<file path="config.mk">
export PLATFORM = sky130hd
export DESIGN_NAME = data_mem_dma
export DESIGN_NICKNAME = d
export VERILOG_FILES = /design/src/rtl/data_mem_dma.sv
export SDC_FILE = /design/constraint.sdc
export NUM_CORES = 1
export LEC_CHECK = 0
export ABC_AREA = 1
export BUFFER_PORTS_ARGS = -buffer_cell sky130_fd_sc_hd__buf_2
export CORE_AREA = 5 5 157 159
export DETAILED_ROUTE_END_ITERATION = 12
export DIE_AREA = 0 0 162 164
export GPL_ROUTABILITY_DRIVEN = 0
export GPL_TIMING_DRIVEN = 0
export PLACE_DENSITY = 0.81
export SLEW_MARGIN = 20
export SYNTH_ARGS = -nofsm -noshare
export SYNTH_HDL_FRONTEND = slang
export SYNTH_SLANG_ARGS = --single-unit
</file>
<file path="constraint.sdc">
create_clock -name clk -period 8.22 [get_ports clk]
set_clock_uncertainty 0.1 [all_clocks]
set_input_delay 0.411 -clock clk [delete_from_list [all_inputs] [get_ports clk]]
set_output_delay 0.411 -clock clk [all_outputs]
set_load 0.01 [all_outputs]
</file>
<file path="src/rtl/data_mem_dma.sv">
// rtl/data_mem_dma.sv - block copy/fill initiator for the data memory port
module data_mem_dma #(
  parameter int MEM_DEPTH = 1024,
  parameter int LEN_W     = 11
) (
  input  logic             clk,
  input  logic             rst,
  input  logic             start,
  input  logic             mode,
  input  logic [31:0]      src_addr,
  input  logic [31:0]      dst_addr,
  input  logic [LEN_W-1:0] len,
  input  logic [31:0]      fill_value,
  output logic             busy,
  output logic             done,
  output logic             error,
  output logic             mem_write_en,
  output logic [31:0]      mem_addr,
  output logic [31:0]      mem_write_data,
  input  logic [31:0]      mem_read_data
);

  typedef enum logic [1:0] {
    S_IDLE  = 2'd0,
    S_READ  = 2'd1,
    S_WRITE = 2'd2,
    S_DONE  = 2'd3
  } state_e;

  localparam logic MODE_COPY = 1'b0;

  state_e           state_q, state_d;
  logic             mode_q, mode_d;
  logic [31:0]      src_q, src_d;
  logic [31:0]      dst_q, dst_d;
  logic [LEN_W-1:0] len_q, len_d;
  logic [31:0]      fill_q, fill_d;
  logic [LEN_W-1:0] i_q, i_d;
  logic [31:0]      hold_q, hold_d;
  logic             err_q, err_d;

  // Range check on the raw command inputs; 33-bit sums so a huge base cannot wrap into range.
  logic [32:0] dst_end;
  logic [32:0] src_end;
  logic        reject;
  logic        last_word;

  assign dst_end   = {1'b0, dst_addr} + {{(33-LEN_W){1'b0}}, len};
  assign src_end   = {1'b0, src_addr} + {{(33-LEN_W){1'b0}}, len};
  assign reject    = (dst_end > 33'(MEM_DEPTH)) ||
                     ((mode == MODE_COPY) && (src_end > 33'(MEM_DEPTH)));
  assign last_word = (i_q == (len_q - LEN_W'(1)));

  // State, counter and latched command registers.
  always_ff @(posedge clk or negedge rst) begin
    if (!rst) begin
      state_q <= S_IDLE;
      mode_q  <= 1'b0;
      src_q   <= '0;
      dst_q   <= '0;
      len_q   <= '0;
      fill_q  <= '0;
      i_q     <= '0;
      hold_q  <= '0;
      err_q   <= 1'b0;
    end else begin
      state_q <= state_d;
      mode_q  <= mode_d;
      src_q   <= src_d;
      dst_q   <= dst_d;
      len_q   <= len_d;
      fill_q  <= fill_d;
      i_q     <= i_d;
      hold_q  <= hold_d;
      err_q   <= err_d;
    end
  end

  // Next-state and output decode; memory-port outputs depend only on registered state.
  always_comb begin
    state_d        = state_q;
    mode_d         = mode_q;
    src_d          = src_q;
    dst_d          = dst_q;
    len_d          = len_q;
    fill_d         = fill_q;
    i_d            = i_q;
    hold_d         = hold_q;
    err_d          = err_q;
    busy           = 1'b0;
    done           = 1'b0;
    error          = 1'b0;
    mem_write_en   = 1'b0;
    mem_addr       = '0;
    mem_write_data = '0;

    case (state_q)
      S_IDLE: begin
        if (start) begin
          mode_d = mode;
          src_d  = src_addr;
          dst_d  = dst_addr;
          len_d  = len;
          fill_d = fill_value;
          i_d    = '0;
          err_d  = 1'b0;
          if (reject) begin
            err_d   = 1'b1;
            state_d = S_DONE;
          end else if (len == '0) begin
            state_d = S_DONE;
          end else if (mode == MODE_COPY) begin
            state_d = S_READ;
          end else begin
            state_d = S_WRITE;
          end
        end
      end

      S_READ: begin
        busy     = 1'b1;
        mem_addr = src_q + 32'(i_q);
        hold_d   = mem_read_data;
        state_d  = S_WRITE;
      end

      S_WRITE: begin
        busy           = 1'b1;
        mem_write_en   = 1'b1;
        mem_addr       = dst_q + 32'(i_q);
        mem_write_data = (mode_q == MODE_COPY) ? hold_q : fill_q;
        i_d            = i_q + LEN_W'(1);
        if (last_word) begin
          state_d = S_DONE;
        end else if (mode_q == MODE_COPY) begin
          state_d = S_READ;
        end else begin
          state_d = S_WRITE;
        end
      end

      S_DONE: begin
        done    = 1'b1;
        error   = err_q;
        state_d = S_IDLE;
      end

      default: state_d = S_IDLE;
    endcase
  end

endmodule

</file>
Word-level counts from Yosys, hierarchy flattened --
Index checks and enable logic that the tools add are counted.
Storage, ports and cells: memory bits (writable) 0, register bits 154, memories 0, memory bits (read-only) 0, latch bits 0, logic and storage cells 48
Cells by class: eq/ne operators 5, multipliers 0, mux-type cells 17, divide/modulo/power cells 0, reductions and logical operators 8, shift-type cells 0, $add $sub $neg 6, order comparisons 2, bitwise gates (word level) 1
Operator list (count):
- 32-bit by 11-bit adder with 33-bit output | 2
- 33-bit by 11-bit greater-than comparator with 1-bit output (second input constant) | 2
- 32-bit by 11-bit adder with 32-bit output | 2
- 32-bit two-way mux | 2
- 32-bit one-hot mux with 2 select lines | 1
- 11-bit one-hot mux with 2 select lines | 1
- 2-bit two-way mux | 6
- 11-bit by 1-bit adder with 11-bit output (second input constant) | 1
- 11-bit equality test | 1
- 11-bit zero test | 1
- 11-bit two-way mux | 1
- 11-bit by 1-bit subtractor with 11-bit output (second input constant) | 1
- 2-bit one-hot mux with 4 select lines | 1
- 1-bit two-way mux | 5
- 2-bit equality test (second input constant) | 2
- 2-bit AND reduction | 2
- 2-bit by 1-bit equality test with 1-bit output (second input constant) | 1
- 2-bit zero test | 1
- 2-bit inequality test (second input constant) | 1
- 2-bit nonzero test | 1
- 2-bit OR reduction | 1
- 1-bit logical AND | 1
- 1-bit logical OR | 1
- 1-bit NOT | 1

Logic depth before layout (Yosys ltp) --
Gate-level depths: netlist of the first run.
depth after elaboration 7, gate-level depth with buffers 26

Worst setup path after synthesis of the first run --
Ideal clock, no wire load.
kind reg2out, start reg state_q[0], end out mem_addr[24], data arrival time 3.698 ns, slack 4.011 ns, cell stages (with the launch flop) 26, path buffers 5, path through dfrtp_1 inv_1 ha_1 buf_6 buf_6 buf_4 clkbuf_1 clkbuf_1 nand2_1 nand2_1 ha_1 inv_1 fa_1 inv_1 nand3_1 nand2_1 nand2_1 nand2_1 a21oi_1 o21ai_1 nand2_1 nand2_2 nand2_2 nor2_4 nand2_1 a21oi_1
Between the ends: cells in the longest elaborated chain, start to end 2, elaborated cells between the ends (all ways) 3
Ends and longest elaborated chain:
- start: declaration | line 32 | state_e state_q, state_d;
- start signal: assignment | line 67 | state_q <= state_d;
- 2-bit equality test / 2-bit by 1-bit equality test with 1-bit output (equally long branches) | line 97 | case (state_q)
- 32-bit one-hot mux with 2 select lines * | line 97
- end: declaration | line 18 | output logic [31:0] mem_addr,
Mark *: on every way between the ends. The rest lies on a longest branch, timed or not.

Worst setup path after layout of the first run --
Ends and elaborated chain as after synthesis.

==> results of run 1 <==
==> power groups by stage <==
stage               sequential (mW)  clock (mW)  combinational [mW]
floorplan                      1.25           0                1.54
global placement               1.29           0                2.22
detailed placement             1.30           0                2.28
CTS                            1.29       0.850                2.30
global route                   1.33       0.887                2.57
finish                         1.30       0.843                2.30
==> final cells by class <==
cell class,count,area [µm²]
Buffer,51,230
Clock buffer,19,443
Clock inverter,13,193
Fill cell,2193,9760
Inverter,216,817
Multi-Input combinational cell,1307,6370
Sequential cell,154,3850
Tap cell,290,363
Timing Repair Buffer,212,1100
==> cell families after synthesis <==
logic type / after synthesis / synth area share
AOI/OAI and AO/OA: 254 / 0.116
muxes: 10 / 0.00888
xor gates and xnor gates: 36 / 0.0292
buffers and inverters: 267 / 0.0929
and+or+nand+nor: 965 / 0.362
DFF: 154 / 0.342
adders and majority gates: 42 / 0.0486
==> what timing repair did <==
item | CTS | global route
setup endpoints to repair | 0 | 0
endpoints found under the hold margin | 85 | 0
hold buffers | 1 | 0
==> worst max-delay path, delay by kind of cell, from the launching register on <==
| kind | cells | cell delay [ps] |
|---|---|---|
| compound gates | 4 | 550 |
| fa+ha+maj | 3 | 780 |
| buf+inv | 9 | 1980 |
| flops | 1 | 410 |
| simple gates | 11 | 1090 |
==> routing by layer <==
layer | global-route usage | wire length (µm)
met1 | 0.341 | 14800
met2 | 0.465 | 17000
met3 | 0.0502 | 2960
met4 | 0.109 | 1350
met5 | 0 | 7
==> flip-flops by register name (all words and copies together) (netlist names) <==
signal	count
src_q	32
dst_q	32
hold_q	32
len_q	11
err_q	1
fill_q	32
mode_q	1
state_q	2
i_q	11
==> stage by stage <==
step / area, µm² / power, mW / hold WS, ps
after floorplan: 11300 / 2.78 / 15.4
after global placement: 12700 / 3.50 / 356
after detailed placement: 12700 / 3.58 / 344
after CTS: 13400 / 4.44 / 65.7
after global routing: 13400 / 4.79 / 76.3
final: 13400 / 4.44 / 77.6
==> layout by cell type, fill, tap and decap left out, types with 3 or more instances in the layout <==
| cell type | n |
|---|---|
| nand2_1 | 621 |
| inv_1 | 213 |
| buf_2 | 209 |
| dfrtp_1 | 154 |
| o21ai_0 | 139 |
| nor2_1 | 136 |
| a21oi_1 | 90 |
| nand3_1 | 88 |
| clkbuf_1 | 46 |
| ha_1 | 39 |
| nor3_1 | 34 |
| xor2_1 | 29 |
| nand4_1 | 27 |
| clkbuf_16 | 17 |
| mux2i_1 | 10 |
| o21ai_1 | 10 |
| or2_2 | 9 |
| nand2_2 | 8 |
| nor2_2 | 6 |
| xnor2_1 | 6 |
| and2_1 | 6 |
| nand3b_1 | 6 |
| nor2_4 | 5 |
| o21ai_2 | 4 |
| nand2_4 | 4 |
| bufinv_16 | 4 |
| clkinv_4 | 4 |
| inv_6 | 3 |
| nor4_1 | 3 |
| nand3_2 | 3 |
| o21a_1 | 3 |
| fa_1 | 3 |
==> final timing paths <==
path / from / to / depth (start not counted)
setup / recovery: state_q[0] / mem_addr[24] / 27
hold / removal: fill_value[24] / fill_q[24] / 3
setup reg to reg: state_q[0] / i_q[1] / 9
hold reg to reg: fill_q[10] / fill_q[10] / 2
max in group asynchronous: rst / hold_q[9] / 3
min in group asynchronous: rst / dst_q[1] / 2
==> reports/qor.yml, run 1 <==
run_status:
  outcome: "completed"
critical_path:
  worstPathMaxFanout: 10
  end_kind: "primary output"
  arrival_ps: 5260
  rrSetupSlack_ps: 5540
  startpoint_type: "flip-flop"
  crit_path_top_delay_cell: "clkbuf_1"
  path_class: "flip-flop to primary output"
  max_stage_delay_ps: 610
  crit_top_cell: "nand2_1"
  critPathRequiredTime_ps: 7710
cts:
  post-cts-setup-buffers: 0
  clk_latency_ps: 420
  cts_buffers: 17
  cts_max_path_buffers: 2
  cts_root_buf: "clkbuf_16"
  cts.clk_slew.worst_paths_ps: 70
  cts.repair.resized: 0
  cts_tree: "done"
  clock_sinks: 154
  htree_levels: 4
die:
  start_util: 0.487
  dieArea_mm2: 0.0266
  die_w_um: 162
  die_h_um: 164
  fp-row-count: 56
  core_mm2: 0.0231
  ioPinCount: 211
global_route:
  antenna_found_initial: 1
  overflow: 0
  grt_pass1_wl_um: 58000
  grt_pass1_vias: 11848
  grt_max_degree: 87
  grt_util_all_layers: 0.272
sta:
  finalCritPeriodShare: 0.702
  finalCriticalPeriod_ps: 5770
  relSlewSlack: 0.484
  tns_ps: 0
  rsz0062_at_grt: "false"
  maxSlewViolCount: 0
  postLayoutSetupSlackWorst_ps: 2450
  worst_slew_pin_slew_ps: 774
  setup_viol: 0
  max_freq_mhz: 173
  final-hold-violation-count: 0
logic_synthesis:
  yosys_register_bits: 154
  ys_types: 47
  synth_area_leaders: "dfrtp_1 (34%), nand2_1 (21%), inv_1 (7.1%), o21ai_0 (6.2%), nor2_1 (4.5%)"
  yosysWarnings: 0
  synthTopCellsByCount: "nand2_1 (621), inv_1 (213), dfrtp_1 (154)"
  synth_fp_nets: 1913
  postSynth.asyncResetShare: 1.00
  synth_cells: 1728
  synth_flop_cell: "dfrtp_1"
  synth_edf_count: 0
  avgSynthCellArea_um2: 6.52
  yosysTopAreaCell: "dfrtp_1"
  synth_area_mm2: 0.0113
  synth_top_area_share: 0.342
  ys_seq_area_frac: 0.342
  yosysMostFrequentCell: "nand2_1"
detailed_routing:
  drc: 0
  totalWireLength_um: 36100
  num_vias: 12270
  ant_nets: 0
  drt_iter0_markers: 1348
  dr.pass1.iters: 8
  vias_per_cell: 5.42
  wl_per_cell_um: 16.0
power_and_ir_drop:
  p_leak_nw: 7.22
  p_sw_frac: 0.456
  seq_power_share: 0.292
  clock_power_share: 0.190
  power_density_mw_per_mm2: 332
  p_int_mw: 2.42
  vdd_drop_max_v: 0.000171
  switchingPower_mw: 2.03
  pwr-share-comb: 0.518
layout:
  drive_gt1_frac: 0.149
  fin_nets: 2144
  n_antenna_cell: 0
  area_delta_synth_final_pct: 18.6
  finalNonFillerCells: 2262
  fin_util: 0.578
worst_hold_path:
  hold_class: "input port to flip-flop"
run:
  maxCapViolations: 0
placed_design:
  post-place-ws_ps: 2980
  dp_cells: 2229
  place_hpwl_um: 28800
  portBuffers: 210
No activity file was read; power rests on OpenSTA's default activity.
==> run 2, diff against run 1 <==
Settings changed: ABC_AREA 1 to 0, CORE_AREA 5 5 157 159 to 5 5 150 152, DIE_AREA 0 0 162 164 to 0 0 155 157, PLACE_DENSITY 0.81 to 0.85.
Clock period 8.22 ns to 4.7 ns, I/O delays scaled along.
==> run 2 against run 1 <==
Sequential share of layout area up 0.081 points. Critical path depth down 11. Final cell count down 26%. Via count down 18%. Clock power up 65%. Sequential power up 91%. Critical path type unchanged.
==> reports/qor.yml, run 2 <==
sta:
  rsz0062_at_grt: "false"
  finalCritPeriodShare: 0.963
  relSlewSlack: 0.413  # -0.0709
  finalCriticalPeriod_ps: 4520
  final-hold-violation-count: 0  # unchanged
  setup_viol: 0  # unchanged
  maxSlewViolCount: 0  # unchanged
  postLayoutSetupSlackWorst_ps: 175  # -2270 ps
  worst_slew_pin_slew_ps: 876  # +102 ps
  max_freq_mhz: 221
die:
  dieArea_mm2: 0.0243  # -8.4%
  start_util: 0.494  # +0.00712
  fp-row-count: 53  # -5.4%
  ioPinCount: 211  # unchanged
  core_mm2: 0.0209  # -9.7%
  die_h_um: 157  # -4.3%
  die_w_um: 155  # -4.3%
global_route:
  grt_max_degree: 93  # +6.9%
  grt_pass1_vias: 10338  # -13%
  overflow: 0  # unchanged
  antenna_found_initial: 2  # +1
  grt_util_all_layers: 0.277  # +0.00545
  grt_pass1_wl_um: 54000  # -6.8%
cts:
  clk_latency_ps: 420  # about the same
  clock_sinks: 154  # unchanged
  cts_root_buf: "clkbuf_16"
  cts_buffers: 17  # unchanged
  cts_max_path_buffers: 2  # unchanged
  cts_tree: "done"
  cts.clk_slew.worst_paths_ps: 60  # about the same
  htree_levels: 4  # unchanged
detailed_routing:
  wl_per_cell_um: 20.5  # +29%
  drc: 0  # unchanged
  num_vias: 10034  # -18%
  dr.pass1.iters: 8  # unchanged
  ant_nets: 0  # unchanged
  totalWireLength_um: 34300  # -5.2%
  drt_iter0_markers: 1065  # -21%
  vias_per_cell: 6.02  # +11%
logic_synthesis:
  avgSynthCellArea_um2: 9.72  # +49%
  yosys_register_bits: 154  # unchanged
  yosysMostFrequentCell: "dfrtp_1"
  synth_area_leaders: "dfrtp_1 (37%), mux2_2 (16%), mux2i_1 (5.5%), ha_1 (4.7%), nor2_1 (3.8%)"
  yosysWarnings: 0  # unchanged
  synth_cells: 1062  # -39%
  synth_edf_count: 0  # unchanged
  synth_top_area_share: 0.373  # +0.0311
  yosysTopAreaCell: "dfrtp_1"
  synth_area_mm2: 0.0103  # -8.3%
  synth_flop_cell: "dfrtp_1"
  synth_fp_nets: 1247  # -35%
  synthTopCellsByCount: "dfrtp_1 (154), mux2_2 (146), nor2_1 (104)"
  ys_seq_area_frac: 0.373  # +0.0311
  ys_types: 74  # +57%
  postSynth.asyncResetShare: 1.00  # unchanged
critical_path:
  worstPathMaxFanout: 11  # +1
  arrival_ps: 4190  # -1070 ps
  end_kind: "primary output"
  cp_num_buf_inv: 4  # -5
  max_stage_delay_ps: 480  # -130 ps
  critPathRequiredTime_ps: 4370  # -3340 ps
  crit_path_top_delay_cell: "o211ai_1"
  path_class: "flip-flop to primary output"
  startpoint_type: "flip-flop"
  critical_path.cell_chain: "inv_1, ha_2, buf_8, buf_8, mux2_2, ha_1, a21o_1, a21oi_2, o21ai_0, a21o_1, a21oi_2, o211ai_1, nand2_2, nor4_4, mux2i_1, buf_2"
  crit_family: "compound AO/OA/AOI/OAI gates"
power_and_ir_drop:
  p_total_mw: 7.92  # +78%
  p_leak_nw: 5.91  # -18%
  power_density_mw_per_mm2: 594  # +79%
  vdd_drop_max_v: 0.000326  # +90%
run:
  maxCapViolations: 0  # unchanged
placed_design:
  post-place-ws_ps: -743  # -3730 ps
  place_hpwl_um: 24400  # -15%
  portBuffers: 208  # -0.95%
run_status:
  outcome: "completed"
layout:
  final_cell_mix: "buf_2 (211), dfrtp_1 (154), mux2_2 (146)"
  area_delta_synth_final_pct: 29.0
  final_common_cell: "buf_2"
  fin_nets: 1565  # -27%
  drive_gt1_frac: 0.308  # +0.159
worst_hold_path:
  hold_class: "input port to flip-flop"
-- run 2: cell types whose count changed after synthesis, sizes merged, moves of 47 or more --
| cell | previous run | this run |
|---|---|---|
| mux2 | 0 | 146 |
| inv | 215 | 34 |
| nand3 | 91 | 38 |
| mux2i | 10 | 57 |
| o21ai | 153 | 51 |
| nand2 | 633 | 53 |
-- run 2: cell type report --
cell class | count | area [µm²]
antenna | 1 | 2.50
inverter | 36 | 135
clock inverter | 13 | 144
buffer | 39 | 195
multi-input combinational | 829 | 6230
tap | 275 | 344
timing repair buffer | 303 | 1990
sequential | 154 | 3850
fill | 1607 | 7560
clock buffer | 18 | 439
-- run 2: final timing paths --
check	startpoint	end	slack [ps]	cells past startpoint
min in group asynchronous	rst	dst_q[19]	250	2
setup / recovery	state_q[0]	mem_addr[27]	180	16
max in group asynchronous	rst	hold_q[21]	3400	3
setup reg to reg	state_q[0]	i_q[7]	1630	9
hold reg to reg	src_q[27]	src_q[27]	380	2
hold / removal	src_addr[3]	src_q[3]	10	2
-- run 2: cells by family after synthesis --
family / after synthesis / synth area share
AO/OA/AOI/OAI: 209 / 0.135
XOR/XNOR: 42 / 0.0356
flip-flops: 154 / 0.373
buffers and inverters: 79 / 0.0292
adder cells (fa/ha/maj): 42 / 0.0531
multiplexers: 203 / 0.214
AND/OR/NAND/NOR: 333 / 0.160
-- run 2: per-stage QoR --
| step | util | TNS, ps | cells | hold slack [ps] | instance area (µm²) |
|---|---|---|---|---|---|
| floorplan | - | 0 | 1062 | -161 | 10300 |
| global route | 0.638 | 0 | 1668 | 13.7 | 13300 |
| finish | 0.638 | 0 | 1668 | 14.9 | 13300 |
| CTS | 0.634 | -14.9 | 1661 | 2.85 | 13300 |
| global placement | 0.562 | -8690 | 1545 | 364 | 11700 |
| detailed placement | 0.563 | -9750 | 1546 | 114 | 11800 |
-- run 2: per-layer routing --
layer	routed length (µm)	vias up	GRT usage
met2	16600	533	0.471
met1	13400	4849	0.342
li1	-	4550	-
met4	1150	2	0.110
met5	13	-	0
met3	3150	100	0.0652
-- run 2: power breakdown --
part	total, mW	switching, mW	leakage (nW)	internal [mW]
clock network	1.39	0.595	0.276	0.799
logic	4.04	2.15	3.80	1.89
registers	2.48	0.506	1.84	1.98
total	7.92	3.25	5.91	4.67
-- run 2: what timing repair did --
item / in CTS / in global routing
hold buffers: 81 / 0
resized for setup: 15 / 11
pin swaps: 5 / 8
setup endpoints to repair: 26 / 16
hold endpoints to repair: 142 / 0
setup buffers: 5 / 8
gates cloned: 0 / 0
==> run 3, diff against run 2 <==
Settings changed: CORE_AREA 5 5 150 152 to 5 5 156 143, DIE_AREA 0 0 155 157 to 0 0 161 148, PLACE_DENSITY 0.85 to 0.87.
==> run 3 against run 2 <==
Largest cell class unchanged. Critical endpoint is now mem_addr[16]. Critical path type unchanged. Highest routed layer unchanged. Hold slack improved by 6.7 ps. Routed wire length decreased by 0.75%. First-iteration DRC count decreased by 23%.
==> reports/qor.yml, run 3 (synthesis gave the netlist of run 2 again) <==
detailed_routing:
  num_vias: 10124  # +0.90%
  totalWireLength_um: 34000  # -0.75%
  dr.pass1.iters: 7  # -1
  ant_nets: 0  # unchanged
  vias_per_cell: 6.10  # +1.3%
  drt_iter0_markers: 822  # -23%
  wl_per_cell_um: 20.5  # -0.33%
  drc: 0  # unchanged
layout:
  final_cell_mix: "buf_2 (211), dfrtp_1 (154), mux2_2 (146)"
  fin_util: 0.657  # +0.0190
  fin_nets: 1571  # +0.38%
  finalNonFillerCells: 1661  # -0.42%
  final_common_cell: "buf_2"
  drive_gt1_frac: 0.306  # -0.00226
  area_delta_synth_final_pct: 30.5
sta:
  worst_slew_pin_slew_ps: 885  # +8.91 ps
  timing.hold.ws_ps: 21.5  # +6.66 ps
  finalCriticalPeriod_ps: 4560  # +40.2 ps
  relSlewSlack: 0.407  # -0.00596
  final-hold-violation-count: 0  # unchanged
  maxSlewViolCount: 0  # unchanged
  setup_viol: 0  # unchanged
  max_freq_mhz: 219  # -0.88%
  postLayoutSetupSlackWorst_ps: 135  # -40.2 ps
  finalCritPeriodShare: 0.971  # +0.00855
critical_path:
  arrival_ps: 4230  # +40 ps
  critPathRequiredTime_ps: 4370  # about the same
  path_class: "flip-flop to primary output"
  worstPathMaxFanout: 13  # +2
  end_kind: "primary output"
  rrSetupSlack_ps: 1520  # -110 ps
  startpoint_type: "flip-flop"
power_and_ir_drop:
  p_leak_nw: 5.99  # +1.3%
  power_density_mw_per_mm2: 604  # +1.6%
  vdd_drop_max_v: 0.000509  # +56%
  p_total_mw: 8.14  # +2.8%
worst_hold_path:
  hold_class: "input port to flip-flop"
cts:
  cts.clk_slew.worst_paths_ps: 60  # about the same
  clk_latency_ps: 420  # about the same
  cts_tree: "done"
  cts_max_path_buffers: 2  # unchanged
  htree_levels: 4  # unchanged
  cts_root_buf: "clkbuf_16"
  clock_sinks: 154  # unchanged
  cts_buffers: 17  # unchanged
die:
  die_h_um: 148  # -5.7%
  fp-row-count: 50  # -5.7%
  start_util: 0.503  # +0.00889
  core_mm2: 0.0205  # -1.8%
  dieArea_mm2: 0.0238  # -2.1%
  ioPinCount: 211  # unchanged
  die_w_um: 161  # +3.9%
global_route:
  grt_pass1_vias: 10211  # -1.2%
  grt_max_degree: 92  # -1.1%
  overflow: 0  # unchanged
  grt_pass1_wl_um: 53000  # -1.8%
  antenna_found_initial: 3  # +1
  grt_util_all_layers: 0.278  # +0.00125
run:
  maxCapViolations: 0  # unchanged
run_status:
  outcome: "completed"
placed_design:
  post-place-ws_ps: -865  # -122 ps
  portBuffers: 208  # unchanged
  place_hpwl_um: 23900  # -2.1%
  dp_cells: 1531  # -0.97%
-- run 3: changes by cell type in the layout (fill, tap and decap cells not counted), moves of 2 or more --
cell / delta
inv_6: -3
buf_8: -2
dlygate4sd3_1: +5
clkbuf_1: +3
clkinvlp_4: -4
bufinv_16: +4
-- run 3: per-layer routing --
metal  track usage  wire length (µm)  part of all wire
met1         0.351             13300              0.39
met2         0.466             16300              0.48
met3        0.0608              2930             0.086
met4         0.117              1450             0.043
met5             0                13           0.00038
-- run 3: worst paths after layout --
path,from,to,cells past startpoint
min in group asynchronous,rst,hold_q[10],2
hold / removal,dst_addr[13],dst_q[13],2
setup reg to reg,len_q[3],state_q[0],8
max in group asynchronous,rst,dst_q[25],3
hold reg to reg,dst_q[28],dst_q[28],1
setup / recovery,state_q[0],mem_addr[16],19
-- run 3: what timing repair did --
item | CTS | global route
resized for setup | 14 | 10
gates cloned | 0 | 1
endpoints found under the hold margin | 148 | 0
pin swaps | 5 | 4
hold buffers | 86 | 0
endpoints found under the setup margin | 26 | 19
buffers inserted | 4 | 9
-- run 3: layout make-up --
| cell class | count | area, µm² |
|---|---|---|
| Multi-Input combinational cell | 829 | 6240 |
| Inverter | 36 | 135 |
| Sequential cell | 154 | 3850 |
| Timing Repair Buffer | 309 | 2050 |
| Fill cell | 1558 | 7040 |
| Tap cell | 260 | 325 |
| Antenna cell | 2 | 5.00 |
| Clock buffer | 21 | 450 |
| Buffer | 39 | 204 |
| Clock inverter | 11 | 216 |
-- run 3: critical path: stages, from the launching register on --
cell	delay (ps)
dfrtp_1	390
inv_1	130
ha_4	170
clkbuf_16	170
clkbuf_16	180
mux2_2	360
ha_1	200
inv_1	70
fa_2	210
nor2b_2	50
o21ai_0	200
a21oi_1	130
o21a_1	230
o21ai_2	230
a211oi_2	100
buf_4	170
buf_4	150
or3_1	360
a21oi_1	120
buf_2	170
-- run 3: through the flow --
step                instance area [µm²]  setup TNS [ps]
detailed placement                11700          -13150
global route                      13500           -4.72
finish                            13500               0
global placement                  11700          -11410
CTS                               13400           -13.0
floorplan                         10300               0
-- run 3: report_power, final --
group	internal [mW]	switching, mW
registers	1.98	0.455
clock network	1.01	0.561
logic	1.91	2.22
total	4.90	3.24
